--- config.mk ---
export PLATFORM = sky130hd
export DESIGN_NAME = fc_outneuron_writer
export DESIGN_NICKNAME = d
export VERILOG_FILES = /design/src/rtl/fc_outneuron_writer_pkg.sv /design/src/rtl/fc_quantize.sv /design/src/rtl/fc_outneuron_writer.sv
export SDC_FILE = /design/constraint.sdc
export NUM_CORES = 1
export LEC_CHECK = 0
export CAP_MARGIN = 20
export CORE_MARGIN = 2
export CORE_UTILIZATION = 30
export CTS_CLUSTER_SIZE = 30
export DETAILED_ROUTE_END_ITERATION = 6
export GPL_ROUTABILITY_DRIVEN = 0
export PLACE_DENSITY = 0.49
export SLEW_MARGIN = 15
export SYNTH_ARGS = -nofsm -noshare
export SYNTH_HDL_FRONTEND = slang
export SYNTH_SLANG_ARGS = --single-unit
--- constraint.sdc ---
create_clock -name clock -period 2.6 [get_ports clock]
set_clock_uncertainty 0.2 [all_clocks]
set_input_delay 0.52 -clock clock [delete_from_list [all_inputs] [get_ports clock]]
set_output_delay 0.52 -clock clock [all_outputs]
set_load 0.02 [all_outputs]
--- src/rtl/fc_outneuron_writer_pkg.sv ---
// Purpose: shared constants and types for the FC output-neuron write-back path.
// Latency: n/a (declarations only).
// Backpressure: n/a (declarations only).
package fc_outneuron_writer_pkg;

    // Layer geometry and number formats used as module parameter defaults
    localparam int FC_OUTNEURON_DEF       = 120;
    localparam int FC_PO_DEF              = 4;
    localparam int FC_ACCUM_WIDTH_DEF     = 32;
    localparam int FC_DATA_WIDTH_DEF      = 16;
    localparam int FC_OUTNEURON_ADDR_DEF  = 7;
    localparam int FC_FRAC_SHIFT_DEF      = 8;
    localparam int FC_RELU_EN_DEF         = 1;

    // Write-back sequencer states
    typedef enum logic [1:0] {
        S_IDLE  = 2'd0,
        S_WRITE = 2'd1,
        S_DONE  = 2'd2
    } wr_state_t;

    // RAM word address of a given lane inside a given output group
    function automatic int neuron_addr(input int group, input int lane, input int po);
        return group * po + lane;
    endfunction

endpackage

--- src/rtl/fc_quantize.sv ---
// Purpose: fixed-point requantizer: arithmetic shift, saturate to the stored width, optional ReLU.
// Latency: purely combinational, zero cycles.
// Backpressure: none; output follows input.
module fc_quantize #(
    parameter int ACCUM_DATA_WIDTH_FC = 32,
    parameter int DATA_WIDTH_FC       = 16,
    parameter int FRAC_SHIFT          = 8,
    parameter int RELU_EN             = 1
) (
    input  logic [ACCUM_DATA_WIDTH_FC-1:0] acc,
    output logic [DATA_WIDTH_FC-1:0]       q
);

    localparam int AW = ACCUM_DATA_WIDTH_FC;
    localparam int DW = DATA_WIDTH_FC;

    // Representable range of the stored neuron, sign-extended to accumulator width
    localparam logic signed [AW-1:0] SAT_MAX = {{(AW-DW+1){1'b0}}, {(DW-1){1'b1}}};
    localparam logic signed [AW-1:0] SAT_MIN = {{(AW-DW+1){1'b1}}, {(DW-1){1'b0}}};

    logic signed [AW-1:0] shifted;

    // Floor-shift, clamp to the stored range, then drop negatives when ReLU is on
    always_comb begin
        shifted = $signed(acc) >>> FRAC_SHIFT;
        if (shifted > SAT_MAX) begin
            q = SAT_MAX[DW-1:0];
        end else if (shifted < SAT_MIN) begin
            q = SAT_MIN[DW-1:0];
        end else begin
            q = shifted[DW-1:0];
        end
        if ((RELU_EN != 0) && q[DW-1]) begin
            q = '0;
        end
    end

endmodule

--- src/rtl/fc_outneuron_writer.sv ---
// Purpose: captures PO accumulator lanes per group, quantizes and serializes them into the output-neuron RAM.
// Latency: lane k of a group sampled at edge N is on the RAM port after edge N+1+k.
// Backpressure: none upstream; one group is buffered in a pending slot, a further group is dropped and flags overrun.
module fc_outneuron_writer
    import fc_outneuron_writer_pkg::*;
#(
    parameter int OUTNEURON               = FC_OUTNEURON_DEF,
    parameter int PO                      = FC_PO_DEF,
    parameter int ACCUM_DATA_WIDTH_FC     = FC_ACCUM_WIDTH_DEF,
    parameter int DATA_WIDTH_FC           = FC_DATA_WIDTH_DEF,
    parameter int FC_OUTNEURON_ADDR_WIDTH = FC_OUTNEURON_ADDR_DEF,
    parameter int FRAC_SHIFT              = FC_FRAC_SHIFT_DEF,
    parameter int RELU_EN                 = FC_RELU_EN_DEF
) (
    input  logic                                  clock,
    input  logic                                  reset,
    input  logic                                  enable,
    input  logic                                  accum_valid,
    input  logic [ACCUM_DATA_WIDTH_FC*PO-1:0]     accum_all,
    output logic                                  out_neuron_wren_a,
    output logic [FC_OUTNEURON_ADDR_WIDTH-1:0]    out_neuron_address_a,
    output logic [DATA_WIDTH_FC-1:0]              out_neuron_data_a,
    output logic                                  busy,
    output logic                                  overrun,
    output logic                                  done
);

    localparam int NGROUP = OUTNEURON / PO;
    localparam int LANE_W = (PO > 1) ? $clog2(PO) : 1;
    localparam int GRP_W  = (NGROUP > 1) ? $clog2(NGROUP + 1) : 1;
    localparam int AW     = ACCUM_DATA_WIDTH_FC;
    localparam int BUF_W  = AW * PO;

    localparam logic [LANE_W-1:0] LANE_LAST = LANE_W'(PO - 1);
    localparam logic [GRP_W-1:0]  GRP_LAST  = GRP_W'(NGROUP - 1);

    wr_state_t          state_q, state_d;
    logic [LANE_W-1:0]  lane_q, lane_d;
    logic [GRP_W-1:0]   group_q, group_d;
    logic [BUF_W-1:0]   act_q, act_d;
    logic [BUF_W-1:0]   pend_q, pend_d;
    logic               pend_full_q, pend_full_d;
    logic               overrun_d;
    logic               wren_d;
    logic               accum_go;
    logic [AW-1:0]      lane_acc;
    logic [DATA_WIDTH_FC-1:0]           lane_dat;
    logic [FC_OUTNEURON_ADDR_WIDTH-1:0] addr_d;

    assign accum_go = accum_valid && enable;
    assign lane_acc = act_q[int'(lane_q) * AW +: AW];
    assign addr_d   = FC_OUTNEURON_ADDR_WIDTH'(neuron_addr(int'(group_q), int'(lane_q), PO));

    fc_quantize #(
        .ACCUM_DATA_WIDTH_FC (ACCUM_DATA_WIDTH_FC),
        .DATA_WIDTH_FC       (DATA_WIDTH_FC),
        .FRAC_SHIFT          (FRAC_SHIFT),
        .RELU_EN             (RELU_EN)
    ) u_quantize (
        .acc (lane_acc),
        .q   (lane_dat)
    );

    // Next-state: capture groups, step lanes, chain pending groups back-to-back
    always_comb begin
        state_d     = state_q;
        lane_d      = lane_q;
        group_d     = group_q;
        act_d       = act_q;
        pend_d      = pend_q;
        pend_full_d = pend_full_q;
        overrun_d   = overrun;
        wren_d      = 1'b0;
        case (state_q)
            S_IDLE: begin
                if (accum_go) begin
                    act_d   = accum_all;
                    lane_d  = '0;
                    state_d = S_WRITE;
                end
            end
            S_WRITE: begin
                wren_d = 1'b1;
                // A group arriving mid-burst parks in pending; a second one is lost
                if (accum_go) begin
                    if (!pend_full_q) begin
                        pend_d      = accum_all;
                        pend_full_d = 1'b1;
                    end else begin
                        overrun_d = 1'b1;
                    end
                end
                if (lane_q == LANE_LAST) begin
                    lane_d  = '0;
                    group_d = group_q + GRP_W'(1);
                    if (group_q == GRP_LAST) begin
                        state_d = S_DONE;
                    end else if (pend_full_d) begin
                        // Includes a group landing this very cycle, so no idle gap
                        act_d       = pend_d;
                        pend_full_d = 1'b0;
                        state_d     = S_WRITE;
                    end else begin
                        state_d = S_IDLE;
                    end
                end else begin
                    lane_d = lane_q + LANE_W'(1);
                end
            end
            S_DONE: begin
                state_d = S_DONE;
            end
            default: begin
                state_d = S_IDLE;
            end
        endcase
    end

    // State, buffers and registered RAM port / status outputs
    always_ff @(posedge clock) begin
        if (reset) begin
            state_q              <= S_IDLE;
            lane_q               <= '0;
            group_q              <= '0;
            act_q                <= '0;
            pend_q               <= '0;
            pend_full_q          <= 1'b0;
            out_neuron_wren_a    <= 1'b0;
            out_neuron_address_a <= '0;
            out_neuron_data_a    <= '0;
            busy                 <= 1'b0;
            overrun              <= 1'b0;
            done                 <= 1'b0;
        end else begin
            state_q              <= state_d;
            lane_q               <= lane_d;
            group_q              <= group_d;
            act_q                <= act_d;
            pend_q               <= pend_d;
            pend_full_q          <= pend_full_d;
            out_neuron_wren_a    <= wren_d;
            out_neuron_address_a <= wren_d ? addr_d : '0;
            out_neuron_data_a    <= wren_d ? lane_dat : '0;
            busy                 <= (state_d == S_WRITE) || pend_full_d;
            overrun              <= overrun_d;
            done                 <= (state_q == S_DONE);
        end
    end

endmodule
==> results of run 1 <==
==> sequential cells by signal, indices dropped and copies added (netlist names) <==
register	flops
group_q	5
pend_q	96
out_neuron_data_a	15
pend_full_q	1
out_neuron_address_a	7
busy	1
done	1
out_neuron_wren_a	1
act_q	96
overrun	1
lane_q	2
state_q	2
==> worst max-delay path: stages (launching register included) <==
cell                       delay [ns]
sky130_fd_sc_hd__dfxtp_1         0.62
sky130_fd_sc_hd__ha_1            0.31
sky130_fd_sc_hd__nand2_1         0.10
sky130_fd_sc_hd__a221oi_4        0.27
sky130_fd_sc_hd__buf_12          0.22
sky130_fd_sc_hd__buf_12          0.20
sky130_fd_sc_hd__nor2_1          0.06
sky130_fd_sc_hd__a211oi_1        0.23
==> synthesized netlist by cell type <==
cell type                  count
sky130_fd_sc_hd__buf_1         2
sky130_fd_sc_hd__or4_1         1
sky130_fd_sc_hd__and2_1        7
sky130_fd_sc_hd__nor4_1        6
sky130_fd_sc_hd__conb_1        1
sky130_fd_sc_hd__o21ai_0       3
sky130_fd_sc_hd__or3_1         2
sky130_fd_sc_hd__o41ai_2       1
sky130_fd_sc_hd__nand3_1       2
sky130_fd_sc_hd__nor3_2        2
sky130_fd_sc_hd__nand2b_1      3
sky130_fd_sc_hd__nor2b_1       1
sky130_fd_sc_hd__or2_2         1
sky130_fd_sc_hd__mux4_2       16
sky130_fd_sc_hd__nor3_1        1
sky130_fd_sc_hd__nand2_1     198
sky130_fd_sc_hd__dfxtp_1     228
sky130_fd_sc_hd__o21a_1       15
sky130_fd_sc_hd__buf_4         5
sky130_fd_sc_hd__inv_1         1
sky130_fd_sc_hd__or4b_1        1
sky130_fd_sc_hd__clkbuf_1     37
sky130_fd_sc_hd__xor2_1        3
sky130_fd_sc_hd__a221oi_2      1
sky130_fd_sc_hd__a211oi_1     98
sky130_fd_sc_hd__buf_2        34
sky130_fd_sc_hd__ha_1          3
sky130_fd_sc_hd__nor2_1      108
sky130_fd_sc_hd__buf_6         6
sky130_fd_sc_hd__xnor2_1       1
sky130_fd_sc_hd__mux2i_1      96
sky130_fd_sc_hd__o21ba_2       1
sky130_fd_sc_hd__nand4_1       3
sky130_fd_sc_hd__a21oi_2       1
sky130_fd_sc_hd__o21ai_1       1
sky130_fd_sc_hd__clkbuf_4      1
sky130_fd_sc_hd__a21oi_1     101
==> metal layers <==
layer  track usage [%]  up-vias  wire length [um]
li1                  -     3668                 -
met1              22.7     3289             12400
met2              24.9      140             11400
met3              2.42       30              1130
met4              3.32        0               444
met5                 0        -                 0
==> worst max path at each step <==
| stage | slack, ns | depth (start not counted) | from | to |
|---|---|---|---|---|
| after floorplan | 0.68 | 9 | group_q[1]$_SDFFE_PP0P_ | act_q[104]$_SDFFE_PP0P_ |
| after global routing | 0.19 | 7 | lane_q[1]$_SDFFE_PP0P_ | act_q[51]$_SDFFE_PP0P_ |
| final | 0.28 | 7 | lane_q[1]$_SDFFE_PP0P_ | act_q[20]$_SDFFE_PP0P_ |
| after detailed placement | 0.02 | 8 | enable | act_q[43]$_SDFFE_PP0P_ |
| after CTS | 0.32 | 7 | lane_q[1]$_SDFFE_PP0P_ | act_q[51]$_SDFFE_PP0P_ |
| after global placement | 0.004 | 8 | accum_valid | act_q[43]$_SDFFE_PP0P_ |
==> power by group through the flow <==
stage,Combinational (mW),Clock [mW],Sequential (mW)
6_report,1.04,3.70,3.76
3_3_place_gp,1.04,0,3.83
3_5_place_dp,1.05,0,3.83
2_1_floorplan,0.576,0,3.81
4_1_cts,1.05,3.80,3.76
5_1_grt,1.13,3.93,3.77
==> layout make-up <==
cell class,count,area share [%]
clock inverters,11,1.22
inverters,1,0.0313
multi-input cells,678,35.1
clock buffers,33,5.98
flip-flops and latches,228,38.1
repair buffers,168,15.5
well taps,390,4.07
==> cells by family after synthesis <==
family | after synthesis | share of synthesized area [%]
xor gates and xnor gates | 4 | 0.382
muxes | 112 | 14.4
other | 1 | 0.0409
AOI/OAI and AO/OA | 222 | 15.5
adders and majority gates | 3 | 0.410
and+or+nand+nor | 336 | 14.7
buffers and inverters | 86 | 4.72
DFF | 228 | 49.8
==> results_tabular.tex, run 1 <==
\begin{tabular}{lr}
\hline
Metric & Value \\
\hline
\multicolumn{2}{l}{\textbf{Pwr}} \\
\quad Proportion of total power due to net switching & 24.6\% \\
\quad Relative contribution of the clock network to total power & between 40\% and 50\% \\
\quad Power density over the cells & 709 nW/um2 \\
\quad Register share of total power & 44.2\% \\
\quad Internal power contribution & between 6 and 7 mW \\
\quad Part of the power in combinational logic & between 10\% and 20\% \\
\quad Static leakage & 4.67 nW \\
\quad Net switching power of the design & 2.09 mW \\
\quad Overall power consumption & roughly 8.5 mW \\
\quad Worst VDD drop & between 0.4 and 0.5 mV \\
\multicolumn{2}{l}{\textbf{Cells and area}} \\
\quad Share of cells above drive strength 1 & 9.83\% \\
\quad Post-route non-filler standard cell count & approximately 1,500 \\
\quad \# nets final & around 1,200 \\
\quad Fill cells & approximately 2,900 \\
\quad Total area of sequential cells & between 4000 and 5000 um2 \\
\quad Final standard cell area without fillers & about 12,000 um2 \\
\quad Final design utilization & between 40 and 50\% \\
\quad Area growth, synth to finish & 30.8\% \\
\quad Most common cell after layout, fill and taps aside & sky130\_fd\_sc\_hd\_\_dfxtp\_1 \\
\quad Most frequent cells in the layout & 228 x sky130\_fd\_sc\_hd\_\_dfxtp\_1, 198 x sky130\_fd\_sc\_hd\_\_nand2\_1, 124 x sky130\_fd\_sc\_hd\_\_clkdlybuf4s50\_1 \\
\quad Area of the multi-input gates & about 4200 um2 \\
\quad N\_diodes & 0 \\
\multicolumn{2}{l}{\textbf{Synthesis}} \\
\quad Number of different library cells in the post-synthesis netlist & 37 \\
\quad Instance count of the mapped netlist & 992 \\
\quad Portion of the post-synthesis area used by sequential elements & about half \\
\quad Post-synthesis area per instance & between 9 and 10 um2 \\
\quad FF+latch count, synth & roughly 230 \\
\quad Net count after synthesis & 1,127 \\
\quad Synth area leaders & sky130\_fd\_sc\_hd\_\_dfxtp\_1 50\%, sky130\_fd\_sc\_hd\_\_mux2i\_1 10\%, sky130\_fd\_sc\_hd\_\_nand2\_1 8.1\%, sky130\_fd\_sc\_hd\_\_a211oi\_1 8.0\%, sky130\_fd\_sc\_hd\_\_a21oi\_1 5.5\% \\
\quad Synth Warn \# & 0 \\
\quad Post-synth top area share & about half \\
\quad Synth Cell Area & a little over 9000 um2 \\
\quad Post-synth top area cell & sky130\_fd\_sc\_hd\_\_dfxtp\_1 \\
\multicolumn{2}{l}{\textbf{CTS}} \\
\quad Longest Clk Path Bufs & 3 \\
\quad Number of clock buffers inserted by TritonCTS & 26 \\
\quad Clock transition at path regs & roughly 0.060 ns \\
\quad TritonCTS Sinks & around 230 \\
\quad CTS H-tree lvls & 1 \\
\quad Clock latency of the later-clocked register in the worst-skew pair & 0.54 ns \\
\quad Clock tree root driver cell & sky130\_fd\_sc\_hd\_\_clkbuf\_16 \\
\quad Post-CTS setup-driven buffer insertion count & 0 \\
\quad Post-CTS Hold Buffers & 0 \\
\quad Post-cts gate resize count & 0 \\
\quad TritonCTS clock tree & done \\
\multicolumn{2}{l}{\textbf{Critical path}} \\
\quad Source of the worst register-to-register timing path & lane\_q[1]\$\_SDFFE\_PP0P\_ \\
\quad Kind of start point of the critical path & flip-flop \\
\quad Setup slack on the worst flop-to-flop path & $\sim$0.28 ns \\
\quad Number of cells on the worst reg-to-reg path & 7 \\
\quad WS Path Type & flip-flop to flip-flop \\
\quad Data required time at the worst endpoint & 2.83 ns \\
\quad Critical path data arrival time & 2.54 ns \\
\quad RR Endpoint & act\_q[20]\$\_SDFFE\_PP0P\_ \\
\quad Crit Path Max Fanout & 32 \\
\quad Critical path capture point type & flip-flop \\
\multicolumn{2}{l}{\textbf{STA}} \\
\quad Number of max-slew violations in the final report & 0 \\
\quad Final Worst Setup Slack & 0.284 ns \\
\quad Final hold slack & $\sim$0.094 ns \\
\quad Total Neg Setup Slack & 0 ns \\
\quad Actual slew at the worst max-slew pin & between 0.8 and 0.9 ns \\
\quad RSZ-0062 raised after global routing & no \\
\quad Final clock period utilization by the worst path & 89.1\% \\
\quad FMAX & around 430 MHz \\
\quad Slew Limit Headroom & between 40\% and 50\% \\
\quad Final Hold Violating Endpoints & 0 \\
\quad Final setup violation count & 0 \\
\quad Time the worst path needs with I/O delays and setup & 2.32 ns \\
\multicolumn{2}{l}{\textbf{GRT}} \\
\quad Number of antenna violations at the first check in global routing & 0 \\
\quad Residual overflow from global routing & 0 \\
\quad Overall routing resource usage & 15.7\% \\
\quad Via count of the first global-routing pass & roughly 6,700 \\
\quad Largest net degree at the start of global routing & approximately 120 \\
\quad Wire length of the first global-routing pass & between 30,000 and 40,000 um \\
\multicolumn{2}{l}{\textbf{Hold path}} \\
\quad Worst-case hold path end point & overrun\$\_SDFFE\_PP0P\_ \\
\quad Worst Hold Path Cells & 2 \\
\quad Hold WC Path Type & input port to flip-flop \\
\quad Hold\_sp & reset \\
\multicolumn{2}{l}{\textbf{Placed design}} \\
\quad Placed instance count & about 1,500 \\
\quad Count of buffers from port buffering & between 100 and 150 \\
\quad Total cell area at the placement stage & approximately 11,000 um2 \\
\quad Worst setup slack after placement & $\sim$0.017 ns \\
\quad Final HPWL from detailed placement & approximately 17,000 um \\
\multicolumn{2}{l}{\textbf{Routing}} \\
\quad Ratio of routed vias to standard cells & 4.72 \\
\quad Via count & slightly above 7,000 \\
\quad First-pass iteration count of the detailed router & 4 \\
\quad Total Routed Length & between 20,000 and 30,000 um \\
\quad Routed length per instance & roughly 17 um \\
\quad DR iter-0 viols & 471 \\
\quad Remaining number of nets flagged by the antenna check after routing & 0 \\
\quad Final routed DRC violation total & 0 \\
\multicolumn{2}{l}{\textbf{Floorplanning}} \\
\quad Rows & 63 \\
\quad Total core area & approximately 30,000 um2 \\
\quad Chip Height & about 180 um \\
\quad Initial standard-cell utilization of the core & a little over 30\% \\
\quad Top-level port count & $\sim$160 \\
\quad Die Width & 179 um \\
\quad Die area & about 32,000 um2 \\
\multicolumn{2}{l}{\textbf{Outcome}} \\
\quad Status & finished clean \\
\multicolumn{2}{l}{\textbf{Job}} \\
\quad Number of max-capacitance violations reported & 0 \\
\hline
\end{tabular}
(Power assumes the default switching activity.)
==> run 2: changes to the inputs <==
Settings changed: PLACE_DENSITY 0.49 to 0.47.
==> run 2 against run 1 <==
Against the previous run:
- first-iteration DRC count down 18%
- largest cell class unchanged
- cell count grew 0.27%
- global-route usage grew 0.44 points
- die area did not move
- power fell by 1.4%
- largest power group unchanged
- utilization is 0.16 points lower
==> results_tabular.tex, run 2 (same netlist as run 1, synthesis figures left out) <==
\begin{tabular}{lr}
\hline
Metric & Value \\
\hline
\multicolumn{2}{l}{\textbf{Cells and area}} \\
\quad Area growth, synth to finish & 30.2\% \\
\quad Fill cells & 2,966 \\
\quad Most common cell after layout, fill and taps aside & sky130\_fd\_sc\_hd\_\_dfxtp\_1 \\
\quad Largest registers & act\_q x96, pend\_q x96, out\_neuron\_data\_a x15 \\
\quad Total area of sequential cells & 4560 um2 \\
\quad N\_diodes & 0 \\
\quad Area of the multi-input gates & 4200 um2 \\
\quad Share of cells above drive strength 1 & under 10\% \\
\quad Most frequent cells in the layout & 228 x sky130\_fd\_sc\_hd\_\_dfxtp\_1, 198 x sky130\_fd\_sc\_hd\_\_nand2\_1, 124 x sky130\_fd\_sc\_hd\_\_clkdlybuf4s50\_1 \\
\quad \# nets final & between 1,000 and 1,500 \\
\multicolumn{2}{l}{\textbf{Hold path}} \\
\quad Hold WC Path Type & input port to flip-flop \\
\multicolumn{2}{l}{\textbf{CTS}} \\
\quad TritonCTS clock tree & done \\
\quad Post-CTS setup-driven buffer insertion count & 0 \\
\quad Clock latency of the later-clocked register in the worst-skew pair & $\sim$0.53 ns \\
\quad Number of clock buffers inserted by TritonCTS & 27 \\
\quad Longest Clk Path Bufs & 3 \\
\quad Clock tree root driver cell & sky130\_fd\_sc\_hd\_\_clkbuf\_16 \\
\quad CTS H-tree lvls & 1 \\
\quad Post-CTS Hold Buffers & 0 \\
\quad TritonCTS Sinks & 228 \\
\quad Clock transition at path regs & about 0.060 ns \\
\quad Post-cts gate resize count & 0 \\
\multicolumn{2}{l}{\textbf{Floorplanning}} \\
\quad Die Width & roughly 180 um \\
\quad Rows & between 60 and 70 \\
\quad Top-level port count & about 160 \\
\quad Chip Height & approximately 180 um \\
\quad Total core area & approximately 30,000 um2 \\
\quad Initial standard-cell utilization of the core & between 30\% and 40\% \\
\quad Die area & 32,000 um2 \\
\multicolumn{2}{l}{\textbf{STA}} \\
\quad Slew Limit Headroom & 62.8\% \\
\quad RSZ-0062 raised after global routing & no \\
\quad Final Hold Violating Endpoints & 0 \\
\quad Total Neg Setup Slack & 0 ns \\
\quad Actual slew at the worst max-slew pin & 0.552 ns \\
\quad Number of max-slew violations in the final report & 0 \\
\quad Final setup violation count & 0 \\
\quad FMAX & approximately 440 MHz \\
\quad Final clock period utilization by the worst path & between 80\% and 90\% \\
\quad Time the worst path needs with I/O delays and setup & roughly 2.3 ns \\
\multicolumn{2}{l}{\textbf{GRT}} \\
\quad Global-route met1 utilization & 23.5\% \\
\quad Met3 track demand over resource in global routing & under 10\% \\
\quad Global-route track usage on met2 & between 20\% and 30\% \\
\quad Via count of the first global-routing pass & around 6,700 \\
\quad Overall routing resource usage & between 10\% and 20\% \\
\quad Number of antenna violations at the first check in global routing & 1 \\
\quad Largest net degree at the start of global routing & 56 \\
\quad Wire length of the first global-routing pass & between 30,000 and 40,000 um \\
\quad Most crowded layer after global routing & met2 \\
\quad Residual overflow from global routing & 0 \\
\multicolumn{2}{l}{\textbf{Critical path}} \\
\quad Kind of start point of the critical path & flip-flop \\
\quad Data required time at the worst endpoint & about 2.8 ns \\
\quad WS Path Type & flip-flop to flip-flop \\
\quad Critical path capture point type & flip-flop \\
\quad Crit Path Max Fanout & 32 \\
\quad Critical path data arrival time & 2.49 ns \\
\quad Setup slack on the worst flop-to-flop path & 0.34 ns \\
\multicolumn{2}{l}{\textbf{Routing}} \\
\quad Remaining number of nets flagged by the antenna check after routing & 0 \\
\quad Ratio of routed vias to standard cells & between 4 and 5 \\
\quad DR iter-0 viols & about 390 \\
\quad Total Routed Length & $\sim$26,000 um \\
\quad Via count & just over 7,000 \\
\quad Routed length per instance & between 15 and 20 um \\
\quad First-pass iteration count of the detailed router & 4 \\
\quad Final routed DRC violation total & 0 \\
\multicolumn{2}{l}{\textbf{Pwr}} \\
\quad Internal power contribution & between 6 and 7 mW \\
\quad Proportion of total power due to net switching & around 25\% \\
\quad Overall power consumption & about 8.4 mW \\
\quad Part of the power in combinational logic & 12.5\% \\
\quad Register share of total power & between 40\% and 50\% \\
\quad Relative contribution of the clock network to total power & a little over two fifths \\
\quad Static leakage & approximately 4.7 nW \\
\quad Power density over the cells & around 700 nW/um2 \\
\quad Worst VDD drop & about 0.41 mV \\
\quad Net switching power of the design & roughly 2.1 mW \\
\multicolumn{2}{l}{\textbf{Outcome}} \\
\quad Status & finished clean \\
\multicolumn{2}{l}{\textbf{Placed design}} \\
\quad Final HPWL from detailed placement & about 18,000 um \\
\quad Count of buffers from port buffering & around 130 \\
\multicolumn{2}{l}{\textbf{Job}} \\
\quad Number of max-capacitance violations reported & 0 \\
\hline
\end{tabular}
run 2: changes by cell type in the layout (fill, tap and decap cells not counted):
cell / previous run / this run
sky130_fd_sc_hd__clkinvlp_4: 2 / 0
sky130_fd_sc_hd__clkbuf_1: 3 / 5
sky130_fd_sc_hd__clkbuf_16: 26 / 27
sky130_fd_sc_hd__clkinv_8: 1 / 0
sky130_fd_sc_hd__buf_4: 20 / 25
sky130_fd_sc_hd__buf_12: 23 / 20
sky130_fd_sc_hd__clkbuf_8: 4 / 8
sky130_fd_sc_hd__bufinv_16: 3 / 0
sky130_fd_sc_hd__inv_6: 0 / 1
run 2: stage by stage:
| step | utilization [%] | worst slack [ns] | instances | instance area (um2) | hold WS, ns |
|---|---|---|---|---|---|
| after floorplan | - | 0.678 | 992 | 9160 | 0.236 |
| after global placement | 37.1 | -0.00826 | 1467 | 11100 | 0.241 |
| after detailed placement | 37.1 | -0.0163 | 1467 | 11100 | 0.246 |
| after CTS | 40.0 | 0.305 | 1513 | 11900 | 0.225 |
| after global routing | 40.0 | 0.179 | 1513 | 11900 | 0.244 |
| final | 40.0 | 0.344 | 1513 | 11900 | 0.224 |
run 2: critical path, stage by stage (launching register included):
cell	delay (ns)
sky130_fd_sc_hd__dfxtp_1	0.60
sky130_fd_sc_hd__ha_1	0.29
sky130_fd_sc_hd__nand2_1	0.10
sky130_fd_sc_hd__a221oi_4	0.27
sky130_fd_sc_hd__buf_12	0.21
sky130_fd_sc_hd__buf_12	0.19
sky130_fd_sc_hd__nor2_1	0.06
sky130_fd_sc_hd__a211oi_1	0.22
run 2: path summary, 6_finish.rpt:
| path | start | endpoint | cells past startpoint |
|---|---|---|---|
| max | lane_q[0]$_SDFFE_PP0P_ | act_q[84]$_SDFFE_PP0P_ | 7 |
| min | reset | state_q[1]$_SDFF_PP0_ | 2 |
| max reg2reg | lane_q[0]$_SDFFE_PP0P_ | act_q[84]$_SDFFE_PP0P_ | 7 |
| min reg2reg | pend_q[106]$_SDFFE_PP0P_ | pend_q[106]$_SDFFE_PP0P_ | 2 |
run 2: metal layers:
layer	part of all wire [%]	wire length [um]
met5	0.050	13
met4	1.8	463
met3	4.4	1150
met2	45	11600
met1	49	12600
run 2: power by group through the flow:
stage               registers (mW)  logic (mW)  clock network [mW]
floorplan                     3.81       0.576                   0
global placement              3.83        1.05                   0
detailed placement            3.83        1.06                   0
CTS                           3.76        1.06                3.67
global route                  3.77        1.14                3.81
finish                        3.76        1.04                3.57
run 2: final cells by class:
type / instances / area share [%]
Inverter: 1 / 0.0314
Clock buffer: 40 / 6.74
Multi-Input combinational cell: 678 / 35.2
Tap cell: 390 / 4.09
Clock inverter: 6 / 0.283
Timing Repair Buffer: 170 / 15.4
Sequential cell: 228 / 38.2
==> edit (flow settings as in run 1) <==
Register the output `overrun` once more, with the module's reset; this adds one clock of latency there. The other outputs are not delayed to match.
--- a/src/rtl/fc_outneuron_writer.sv
+++ b/src/rtl/fc_outneuron_writer.sv
@@ -36,2 +36,4 @@
 
+    logic overrun_s0;
+
     wr_state_t          state_q, state_d;
@@ -71,3 +73,3 @@
         pend_full_d = pend_full_q;
-        overrun_d   = overrun;
+        overrun_d   = overrun_s0;
         wren_d      = 1'b0;
@@ -131,3 +133,3 @@
             busy                 <= 1'b0;
-            overrun              <= 1'b0;
+            overrun_s0           <= 1'b0;
             done                 <= 1'b0;
@@ -144,3 +146,3 @@
             busy                 <= (state_d == S_WRITE) || pend_full_d;
-            overrun              <= overrun_d;
+            overrun_s0           <= overrun_d;
             done                 <= (state_q == S_DONE);
@@ -149,2 +151,10 @@
 
+    always_ff @(posedge clock) begin
+        if (reset) begin
+            overrun <= '0;
+        end else begin
+            overrun <= overrun_s0;
+        end
+    end
+
 endmodule
Behaviour: not the same (a bounded check fails within 4 cycles, from zero or initial values and one cycle with reset high).
==> edit against run 1 <==
- via count is 1.1% higher
- global-route usage increased by 0.11 points
- sequential power barely moved
- wire length is 0.16% lower
- clock power up 5.7%
- setup slack improved by 0.048 ns
- total power rose by 2.4%
- final area is 0.89% higher
- sequential cell count is 1 higher
- synthesized area fell by 0.23%
- critical endpoint is now out_neuron_data_a[8]
- largest cell class unchanged
- largest power group is now the clock network
==> edit: results (changes against run 1) <==
* DRT iter0 DRCs: 435 (-7.6%)
- The sequential fraction of the synthesis area was 50.1% (+0.33 points).
- The leakage component of the power came to 4.74 nW (+1.5%).
* Fraction of final layout cells with drive strength greater than 1: 10.4% (+0.61 points)
- Ranking of synthesized cells by instance count: dfxtp_1, nand2_1, nor2_1
- Final net count: 1,245 (+0.57%)
* Multi-input gate share of total cell area: 34.8% (-0.23 points)
* Filler cells: 3,002 (+1.8%)
- Syn nets: 1,128 (+0.089%)
* Number of multi-input combinational cells in the layout: 679 (+0.15%)
* Global-route met3 utilization: 2.66% (+0.25 points)
* Flop pwr share: 43.3% (-0.9 points)
* Clock buffer cells: 38 (+15%)
- Vias in the first global route: 6,662 (-1.1%)
- Outcome: finished clean
* Routed length on met3: 1.02 mm (-10%)
* Signal buffers: 173 (+3.0%)
- The pin count of the biggest net entering global routing is 96 (-17%).
- Clock sink count: 229 (+0.44%)
- Peak supply drop: 0.000485 V (+17%)
- The total instance count after detailed placement is 1,472 (+0.48%).
- The total power draw is 0.00870 W (+2.4%).
- The area of placed instances was 11,200 um^2 (+0.28%).
- Area of all sequential standard cells: 4590 um^2 (+0.47%)
- The average wire length per cell after detail routing is 16.6 um (-0.88%).
- Clock network latency to the later pin of the worst-skew pair: 0.52 ns (-0.02 ns)
* Met1 layer wirelength in the final routing: 11.9 mm (-3.3%)
- Cell class contributing the biggest share of worst-path delay: buffers and inverters
- The final-layout non-clock buffer area share is 15.4% (-0.14 points).
- The post-route standard cell area excluding fillers was 12,100 um^2 (+0.89%).
* Delay of the slowest cell on the worst path: 0.41 ns (-0.21 ns)
- After synthesis, the cell types taking the most area are dfxtp_1, mux2i_1, nand2_1.
* Wire length of the first global-routing pass: 39.0 mm (+0.12%)
- The synthesized instance count was 993 (+0.10%).
* Global Route Usage Sum: 15.8% (+0.11 points)
* Net load switching power: 0.00207 W (-0.77%)
- Total met2 wirelength after detailed routing: 11.8 mm (+3.3%)
- The setup slack at placement came to -0.000133 ns (-0.0173 ns).
-- edit: changes by cell type in the layout (fill, tap and decap cells not counted), moves of 2 or more --
| cell | change |
|---|---|
| nor2b_1 | +3 |
| clkbuf_8 | +5 |
| buf_4 | +8 |
| nand2b_1 | -2 |
| buf_12 | -3 |
-- edit: final timing paths --
kind / start / end / slack [ns] / cells past startpoint
worst max-delay path: lane_q[1] / out_neuron_data_a[8] / 0.33 / 8
worst min-delay path: reset / group_q[3] / 0.19 / 2
worst max register to register: lane_q[1] / out_neuron_data_a[8] / 0.33 / 8
worst min register to register: pend_q[92] / pend_q[92] / 0.25 / 2
-- edit: cells by family after synthesis --
family / synth area share, %
and+or+nand+nor: 14.8
AOI/OAI and AO/OA: 15.6
DFF: 50.1
muxes: 14.5
adders and majority gates: 0.411
other: 0.0410
xor gates and xnor gates: 0.383
buffers and inverters: 4.17
